==> src/rtl/rpn_stack_pop_pkg.sv <==
`default_nettype none
// ============================================================================
// Module      : rpn_defs (package)
// Description : Shared state codes, width defaults and operand-count constants
//               for the RPN operand stack.
// Revision    : 1.0 - initial release
// ============================================================================
package rpn_defs;

    localparam int unsigned c_DATA_W_DEFAULT = 8;
    localparam int unsigned c_SP_W_DEFAULT   = 8;

    localparam int unsigned c_OPS_ONE = 1;
    localparam int unsigned c_OPS_TWO = 2;

    typedef enum logic [3:0] {
        ST_IDLE  = 4'd0,
        ST_RD_A  = 4'd1,
        ST_RD_B  = 4'd2,
        ST_CAP_B = 4'd3,
        ST_CAP_A = 4'd4,
        ST_DONE  = 4'd5,
        ST_ERR   = 4'd6
    } pop_state_t;

endpackage : rpn_defs
`default_nettype wire

==> src/rtl/rpn_stack_pop.sv <==
`default_nettype none
// ============================================================================
// Module      : rpn_stack_pop
// Description : Read side of the RPN operand stack; pops one or two operands
//               and hands back the decremented stack pointer.
// Revision    : 1.0 - initial release
// ============================================================================
module rpn_stack_pop
    import rpn_defs::*;
#(
    parameter int unsigned DATA_W = c_DATA_W_DEFAULT,
    parameter int unsigned SP_W   = c_SP_W_DEFAULT
) (
    input  logic              CLOCK_50,
    input  logic              reset_n,
    input  logic              start,
    input  logic              two_ops,
    input  logic [SP_W-1:0]   sp_in,
    output logic [SP_W-1:0]   mem_addr,
    output logic              mem_rd_en,
    input  logic [DATA_W-1:0] mem_rdata,
    output logic [DATA_W-1:0] operand_a,
    output logic [DATA_W-1:0] operand_b,
    output logic [SP_W-1:0]   sp_out,
    output logic              sp_we,
    output logic              busy,
    output logic              done,
    output logic              underflow
);

    pop_state_t        r_state;
    logic [SP_W-1:0]   r_sp_q;
    logic              r_n_q;
    logic [SP_W-1:0]   r_mem_addr;
    logic              r_mem_rd_en;
    logic [DATA_W-1:0] r_operand_a;
    logic [DATA_W-1:0] r_operand_b;
    logic [SP_W-1:0]   r_sp_out;
    logic              r_sp_we;
    logic              r_busy;
    logic              r_done;
    logic              r_underflow;

    logic [SP_W-1:0]   w_need;

    assign w_need = two_ops ? SP_W'(c_OPS_TWO) : SP_W'(c_OPS_ONE);

    // Outputs are computed one state ahead so every port comes straight
    // from a flop while still matching the state it belongs to.
    always_ff @(posedge CLOCK_50 or negedge reset_n) begin
        if (!reset_n) begin
            r_state     <= ST_IDLE;
            r_sp_q      <= '0;
            r_n_q       <= 1'b0;
            r_mem_addr  <= '0;
            r_mem_rd_en <= 1'b0;
            r_operand_a <= '0;
            r_operand_b <= '0;
            r_sp_out    <= '0;
            r_sp_we     <= 1'b0;
            r_busy      <= 1'b0;
            r_done      <= 1'b0;
            r_underflow <= 1'b0;
        end else begin
            r_mem_addr  <= '0;
            r_mem_rd_en <= 1'b0;
            r_sp_we     <= 1'b0;
            r_done      <= 1'b0;
            r_underflow <= 1'b0;
            case (r_state)
                ST_IDLE: begin
                    if (start) begin
                        r_sp_q <= sp_in;
                        r_n_q  <= two_ops;
                        r_busy <= 1'b1;
                        if (sp_in < w_need) begin
                            r_state     <= ST_ERR;
                            r_underflow <= 1'b1;
                        end else begin
                            r_state     <= ST_RD_A;
                            r_mem_rd_en <= 1'b1;
                            r_mem_addr  <= sp_in - SP_W'(1);
                        end
                    end
                end
                ST_RD_A: begin
                    if (r_n_q) begin
                        r_state     <= ST_RD_B;
                        r_mem_rd_en <= 1'b1;
                        r_mem_addr  <= r_sp_q - SP_W'(2);
                    end else begin
                        r_state <= ST_CAP_A;
                    end
                end
                ST_RD_B: begin
                    r_operand_a <= mem_rdata;
                    r_state     <= ST_CAP_B;
                end
                ST_CAP_A: begin
                    r_operand_a <= mem_rdata;
                    r_state     <= ST_DONE;
                    r_done      <= 1'b1;
                    r_sp_we     <= 1'b1;
                    r_sp_out    <= r_sp_q - SP_W'(1);
                end
                ST_CAP_B: begin
                    r_operand_b <= mem_rdata;
                    r_state     <= ST_DONE;
                    r_done      <= 1'b1;
                    r_sp_we     <= 1'b1;
                    r_sp_out    <= r_sp_q - SP_W'(2);
                end
                ST_DONE: begin
                    r_state <= ST_IDLE;
                    r_busy  <= 1'b0;
                end
                ST_ERR: begin
                    r_state <= ST_IDLE;
                    r_busy  <= 1'b0;
                end
                default: begin
                    r_state <= ST_IDLE;
                    r_busy  <= 1'b0;
                end
            endcase
        end
    end

    assign mem_addr  = r_mem_addr;
    assign mem_rd_en = r_mem_rd_en;
    assign operand_a = r_operand_a;
    assign operand_b = r_operand_b;
    assign sp_out    = r_sp_out;
    assign sp_we     = r_sp_we;
    assign busy      = r_busy;
    assign done      = r_done;
    assign underflow = r_underflow;

endmodule : rpn_stack_pop
`default_nettype wire

==> config.mk <==
export PLATFORM = sky130hd
export DESIGN_NAME = rpn_stack_pop
export DESIGN_NICKNAME = d
export VERILOG_FILES = /design/src/rtl/rpn_stack_pop_pkg.sv /design/src/rtl/rpn_stack_pop.sv
export SDC_FILE = /design/constraint.sdc
export NUM_CORES = 1
export LEC_CHECK = 0
export CAP_MARGIN = 20
export CORE_MARGIN = 2
export CORE_UTILIZATION = 46
export CTS_BUF_LIST = sky130_fd_sc_hd__clkbuf_4 sky130_fd_sc_hd__clkbuf_8
export DETAILED_ROUTE_END_ITERATION = 16
export GPL_TIMING_DRIVEN = 0
export PLACE_DENSITY = 0.82
export SYNTH_ARGS = -nofsm -noshare
export SYNTH_HDL_FRONTEND = slang
export SYNTH_SLANG_ARGS = --single-unit
export TNS_END_PERCENT = 50
==> constraint.sdc <==
create_clock -name CLOCK_50 -period 1.7 [get_ports CLOCK_50]
set_clock_uncertainty 0.2 [all_clocks]
set_input_delay 0.34 -clock CLOCK_50 [delete_from_list [all_inputs] [get_ports CLOCK_50]]
set_output_delay 0.34 -clock CLOCK_50 [all_outputs]
set_load 0.05 [all_outputs]
# Word-level counts from Yosys, hierarchy flattened
# Index checks and enable logic that the tools add are counted.
# totals
regBits,49
input_bits,20
output_inout_bits,37
word_cells,48
# classes
addsub,3
order_cmp,1
eq_ne,5
muxes,20
bitwise,1
n_reduce_logical,7
# op_table
cell,count
$pmux W8 S2,2
$mux W8,3
$pmux W4 S4,1
$sub A8 B1 Y8 const B,2
$eq A4 B2 Y1 const B,2
$lt A8 B2 Y1,1
$mux W1,8
$sub A8 B2 Y8 const B,1
$mux W3,2
$eq A4 B1 Y1 const B,1
$eq A4 B3 Y1 const B,1
$logic_not A4 Y1,1
$mux W4,1
$pmux W1 S2,2
$reduce_and A2 Y1,2
$reduce_or A2 Y1,2
$reduce_or A4 Y1,1
$mux W2,1
$ne A2 B2 Y1 const B,1
$reduce_bool A2 Y1,1
$not A1 Y1,1

# Depth between registers and ports, before layout
# Gate-level depths: netlist of the first run.
# depth
depth_word,5
ltp_mapped,6
ltp_nobuf,6

# Worst setup path before layout of the first run
# Ideal clock, no wire load.
# synth_timing
kind,register to register
from,register r_state[2]
to,register r_n_q
setup_ns,0.125
arrival_time_ns,1.363
t_required_ns,1.375
slack_ns,0.013
stages_incl_launch_ff,4
path_buffers,1
synth_period_minus_slack_ns,1.687
path_cell_list,dfrtp_1 -> nor4b_4 -> buf_4 -> mux2_2
# synth_between
elab_chain_len,2
# synth_lines
item,line_no,rtl
start: declaration,rpn_stack_pop.sv:31,pop_state_t r_state;
start signal: assignment,rpn_stack_pop.sv:52,r_state <= ST_IDLE;
start signal: assignment,rpn_stack_pop.sv:77,r_state <= ST_ERR;
start signal: assignment,rpn_stack_pop.sv:80,r_state <= ST_RD_A;
$logic_not A4 Y1,rpn_stack_pop.sv:70,case (r_state)
$reduce_and A2 Y1 (no source line),n/a,
end signal: assignment,rpn_stack_pop.sv:74,r_n_q <= two_ops;
end: declaration,rpn_stack_pop.sv:33,logic r_n_q;
# Every way passes these cells.
# A chain may end at the register's enable or synchronous reset.

# Final worst setup path of the first run
# layout_timing
from,register r_sp_q[2]
to,"register r_sp_out[7], in the netlist sp_out[7]"
# layout_between
elab_chain_len,2
word_cells_on_any_way,3
cone_classes,add/sub (2); mux (1)
# layout_lines
item,line_no,rtl
start: declaration,rpn_stack_pop.sv:32,logic [SP_W-1:0] r_sp_q;
start signal: assignment,rpn_stack_pop.sv:73,r_sp_q <= sp_in;
$sub A8 B2 Y8 or $sub A8 B1 Y8 (tied branches),"rpn_stack_pop.sv:111, rpn_stack_pop.sv:104",
$pmux W8 S2 *,rpn_stack_pop.sv:70,
end signal: assignment,rpn_stack_pop.sv:104,r_sp_out <= r_sp_q - SP_W'(1);
end signal: assignment,rpn_stack_pop.sv:111,r_sp_out <= r_sp_q - SP_W'(2);
end: declaration,rpn_stack_pop.sv:38,logic [SP_W-1:0] r_sp_out;
# Every way passes the cells marked *; elsewhere a longest branch is shown, timed or not.

==> flow_summary.ini, run 1 <==
[synth]
synthCells = 218
avgSynthCellArea_sq_um = 10.7
synthArstFlopShare_pct = 100
seq_area_frac_synth_pct = 51.5
syn_nets = 243
synth_top_area_share_pct = 51.5
synth_area_leader_cell = dfrtp_1
ys_seq_elements = 48
ys_top_cells_by_area = dfrtp_1 (52%), mux2_2 (6.8%), nand2_1 (6.8%)
synth-edff-count = 0
yosys_warnings = 0
synth_cell_types = 40
yosys-top-cells-count = dfrtp_1 (48), nand2_1 (42), mux2_2 (14)
synth_most_common_cell = dfrtp_1
synth_area_sq_um = 2330
synth_ff_type = dfrtp_1

[finish]
fin_util_pct = 69.6
drive_above_1_share_pct = 34.2
nets = 319
multi_input_area_sq_um = 1170
diodes = 0
areaGrowthSynthToFinish_pct = 43.9
fill_cells = 350
regArea_sq_um = 1210

[power_and_ir_drop]
p_per_area_nw_per_um2 = 2210
leakage_nw = 1.49
irDropWorstVdd_uv = 1390

[detailed_routing]
first_pass_iters = 4
drt-initial-drc-count = 114
drtAntennaViolNets = 0
via_per_inst = 5.31
routed_wirelength_microns = 5810
wl_per_cell_microns = 16.0
vias = 1922
drc = 0

[sta]
slew_viol_final = 0
timing.final.hold_violations = 0
fmax_mhz = 580
tightest_slew_ps = 493
fin_ws_ps = -22.7
relSlewSlack_pct = 67.3
setup_viol = 1
grt_setup_unrepaired = true
min_period_ps = 1720
post-route-period-util_pct = 101
setup-tns-final_ps = -22.7
whs_ps = 189

[clock_network]
ctsLongestPathBuffers = 2
clk-insertion-delay-late_ps = 300
cts_sinks = 48
cts_tree = done
htreeDepth = 2
cts_made_buffers = 5
cts_root_buf = clkbuf_8
cts.clk_slew.worst_paths_ps = 90

[placement]
port_buffers = 56
hpwlAfterDp_microns = 3630
globalplace.congestion = 0.797

[die]
die_y_microns = 75.2
num_rows = 25
dieWidth_microns = 75.2
core_sq_um = 4820
ioPinCount = 57
start_util_pct = 48.4
die-area_sq_um = 5650

[grt]
grt_pass1_wl_microns = 8510
grt_max_degree = 36
first_global_vias = 1824
gr-usage-all-layers_pct = 20.0
antenna_found_initial = 0
grt-ovfl-total = 0

[critical_path]
cp-end-kind = register
cp.required_ps = 1730
r2r_slack_ps = -20
cp.arrival_ps = 1750
worstPathMaxFanout = 5
crit_path_start_kind = register
critPathKind = register to register

[run_status]
outcome = finished, violations left
violations = setup timing

[flow_run]
maxCapViolCount = 0

[hold_path]
hold_path.class = input pin to register
metrics by stage:
step / instances / cell area (sq um) / total power (W) / worst slack (ps)
after floorplan: 218 / 2330 / 0.00495 / 12.5
after global placement: 341 / 2980 / 0.00613 / -1230
after detailed placement: 342 / 2990 / 0.00621 / -547
after CTS: 351 / 3180 / 0.00702 / -135
after global routing: 362 / 3350 / 0.00782 / -112
final: 362 / 3350 / 0.00742 / -22.7
power breakdown:
part           switching (W)  leakage, nW  internal, W
Sequential          0.000486        0.581      0.00169
Clock               0.000379       0.0586     0.000453
Combinational        0.00270        0.852      0.00171
cell usage in the layout (no fill, tap or decap), drive strengths merged, types with 2 or more instances in the layout:
master,instances
o211ai,2
xor2,9
o31ai,2
clkdlybuf4s50,10
nor4,2
xnor2,7
dfrtp,48
nand2b,5
nand3b,3
dlymetal6s2s,4
nand2,44
ha,5
a22oi,2
nor3,4
nor2,9
buf,22
clkdlybuf4s15,30
clkbuf,13
nand3,2
o22ai,8
a21oi,8
nor3b,4
o21ai,11
a211oi,2
clkinv,2
dlygate4sd2,4
nor2b,3
inv,6
mux2,14
final timing paths:
path,from,depth (start not counted),endpoint
min in group asynchronous,reset_n,2,mem_addr[7]
max in group asynchronous,reset_n,3,r_state[2]
hold / removal,two_ops,2,r_n_q
hold reg to reg,operand_b[0],2,operand_b[0]
setup reg to reg,r_sp_q[2],6,sp_out[7]
setup / recovery,r_sp_q[2],6,sp_out[7]
repair_timing:
action                                  in CTS  in global routing
hold buffers                                 1                  0
buffers inserted                             0                 12
endpoints found under the hold margin       13                  0
resized for setup                          108                 41
endpoints found under the setup margin      69                 43
pin swaps                                    3                 10
gates cloned                                 0                  1
worst max-delay path, stage by stage (launching register included):
cell and delay [ps]:
dfrtp_2 480, inv_2 100, ha_4 140, nor3b_4 270
o211ai_1 150, xor2_1 160, a21oi_1 160
cell type report:
| type | instances | share of cell area, % |
|---|---|---|
| inverter | 7 | 0.933 |
| sequential | 48 | 36.0 |
| tap | 67 | 2.50 |
| buffer | 8 | 1.75 |
| timing repair buffer | 70 | 20.5 |
| clock inverter | 2 | 1.04 |
| multi-input combinational | 154 | 34.9 |
| clock buffer | 6 | 2.28 |
registers in the layout (all words and copies together), names as in the netlist:
register and flops:
r_n_q 1, operand_b 8, r_sp_q 8, operand_a 8, r_state 3, mem_addr 8, sp_out 8, underflow 1
busy 1, done 1, mem_rd_en 1
cell families after synthesis:
kind of cell / share of synthesized area, %
simple gates: 18.0
fa+ha+maj: 2.68
mux: 7.19
xor+xnor: 6.01
flops: 51.5
buf+inv: 3.54
compound gates: 11.0
per-layer routing:
metal / up-vias / global-route usage [%] / share of wire, %
met5: - / 0 / 0
met4: 0 / 7.21 / 2.3
met3: 13 / 4.82 / 4.3
met2: 60 / 32.8 / 50
met1: 947 / 26.0 / 43
li1: 902 / - / -
Note: power is estimated with default switching activity, not from simulation.
==> run 2, diff against run 1 <==
--- a/config.mk
+++ b/config.mk
@@ -7,11 +7,11 @@
 export LEC_CHECK = 0
 export CAP_MARGIN = 20
 export CORE_MARGIN = 2
-export CORE_UTILIZATION = 46
+export CORE_UTILIZATION = 25
 export CTS_BUF_LIST = sky130_fd_sc_hd__clkbuf_4 sky130_fd_sc_hd__clkbuf_8
 export DETAILED_ROUTE_END_ITERATION = 16
 export GPL_TIMING_DRIVEN = 0
-export PLACE_DENSITY = 0.82
+export PLACE_DENSITY = 0.52
 export SYNTH_ARGS = -nofsm -noshare
 export SYNTH_HDL_FRONTEND = slang
 export SYNTH_SLANG_ARGS = --single-unit
==> run 2 against run 1 <==
The run still ends with setup timing left; critical path type unchanged; non-clock buffer count increased by 7; largest cell class unchanged; via count decreased by 5.0%; power increased by 3.4%; final area increased by 4.6%; first-iteration DRC count decreased by 52%; sequential cell count unchanged; combinational power increased by 3%; cell count increased by 14%; sequential share of layout area decreased by 1.6 points; global-route usage decreased by 8.6 points.
==> flow_summary.ini, run 2 (same netlist as run 1, synthesis figures left out) <==
[run_status]
outcome = finished, violations left
violations = setup timing

[sta]
grt_setup_unrepaired = true
timing.final.hold_violations = 0
fin_ws_ps = -30.4
slew_viol_final = 0
post-route-period-util_pct = 102
fmax_mhz = 578
relSlewSlack_pct = 68.0
min_period_ps = 1730
setup_viol = 4
tightest_slew_ps = 482
setup-tns-final_ps = -89.8
whs_ps = 199

[power_and_ir_drop]
irDropWorstVdd_uv = 778
p_per_area_nw_per_um2 = 2190
leakage_nw = 1.56

[detailed_routing]
via_per_inst = 4.44
routed_wirelength_microns = 5600
drt-initial-drc-count = 55
vias = 1825
first_pass_iters = 4
wl_per_cell_microns = 13.6
drtAntennaViolNets = 0
drc = 0

[critical_path]
critPathKind = register to register
crit_path_start_kind = register
cp.arrival_ps = 1720
worstPathMaxFanout = 5
cp.required_ps = 1690
critPathMaxStageDelay_ps = 460
crit_path_cell_trace = buf_6, nor4b_4, buf_4, mux2_2
slowest_stage = dfrtp_2
cp-end-kind = register

[die]
dieWidth_microns = 101
ioPinCount = 57
start_util_pct = 25.5
core_sq_um = 9150
num_rows = 35
die-area_sq_um = 10100
die_y_microns = 101

[finish]
fin_util_pct = 38.3
fill_cells = 912
final_cell_mix = nand2_1 (42), dfrtp_1 (42), clkdlybuf4s15_2 (23)
areaGrowthSynthToFinish_pct = 50.4
drive_above_1_share_pct = 38.3
diodes = 0
nets = 325
design_area_sq_um = 3510

[clock_network]
cts_tree = done
cts_made_buffers = 5
clk-insertion-delay-late_ps = 300
cts_root_buf = clkbuf_8
cts_sinks = 48
cts.clk_slew.worst_paths_ps = 100
ctsLongestPathBuffers = 2
htreeDepth = 2

[grt]
grt_pass1_wl_microns = 9110
gr-usage-all-layers_pct = 11.5
grt_max_degree = 38
antenna_found_initial = 0
first_global_vias = 1833
grt-ovfl-total = 0

[placement]
hpwlAfterDp_microns = 3910
globalplace.congestion = 0.730
placed_area_sq_um = 3050
port_buffers = 56

[hold_path]
hold_path.class = input pin to register

[flow_run]
maxCapViolCount = 0
run 2: cell types whose count changed in the layout (fill, tap and decap cells not counted), sizes merged, moves of 2 or more:
cell           previous run  this run
clkbuf                   13        15
buf                      22        29
clkdlybuf4s15            30        27
clkinv                    2         0
run 2: area by class of cell:
cell class                 instances  area (sq um)  share of cell area (%)
sequential                        48          1210                    34.5
multi-input combinational        153          1200                    34.3
timing repair buffer              77           733                    20.9
tap                              111           139                    3.96
clock buffer                       5          68.8                    1.96
buffer                             8          65.1                    1.86
clock inverter                     2          60.1                    1.71
inverter                           7          28.8                   0.821
run 2: what timing repair did:
| action | 4_1_cts | 5_1_grt |
|---|---|---|
| pin swaps | 4 | 9 |
| hold endpoints to repair | 11 | 0 |
| hold buffers | 1 | 0 |
| setup endpoints to repair | 71 | 45 |
| buffers inserted | 0 | 19 |
| resized for setup | 114 | 53 |
run 2: power by group:
part | switching (W) | total [W] | internal, W
Sequential | 0.000450 | 0.00214 | 0.00169
Clock | 0.000392 | 0.000972 | 0.000580
Combinational | 0.00272 | 0.00456 | 0.00185
Total | 0.00356 | 0.00768 | 0.00412
run 2: critical path: cells and delay by family (launching register included):
family | cells | cell delay, ps
buf+inv | 2 | 340
flops | 1 | 460
mux | 1 | 330
simple gates | 1 | 310
run 2: worst paths after layout:
| path | startpoint | endpoint | slack, ps | cells past startpoint |
|---|---|---|---|---|
| min in group asynchronous | reset_n | mem_rd_en | 250 | 2 |
| worst min-delay path | two_ops | r_n_q | 200 | 2 |
| worst min register to register | operand_b[1] | operand_b[1] | 280 | 2 |
| worst max register to register | r_state[1] | r_sp_q[4] | -30 | 4 |
| max in group asynchronous | reset_n | r_state[2] | 530 | 3 |
| worst max-delay path | r_state[1] | r_sp_q[4] | -30 | 4 |
run 2: through the flow:
stage,total power (W),setup WS (ps),cells
2_1_floorplan,0.00495,12.5,218
3_3_place_gp,0.00624,-1430,385
3_5_place_dp,0.00627,-563,386
4_1_cts,0.00727,-164,394
5_1_grt,0.00819,-75.5,411
6_report,0.00768,-30.4,411
run 2: routing by layer:
| layer | wire [microns] | share of wire [%] | global-route usage, % |
|---|---|---|---|
| met5 | 0 | 0 | 0 |
| met4 | 31 | 0.55 | 2.85 |
| met3 | 188 | 3.4 | 2.70 |
| met2 | 2680 | 48 | 19.2 |
| met1 | 2700 | 48 | 14.9 |
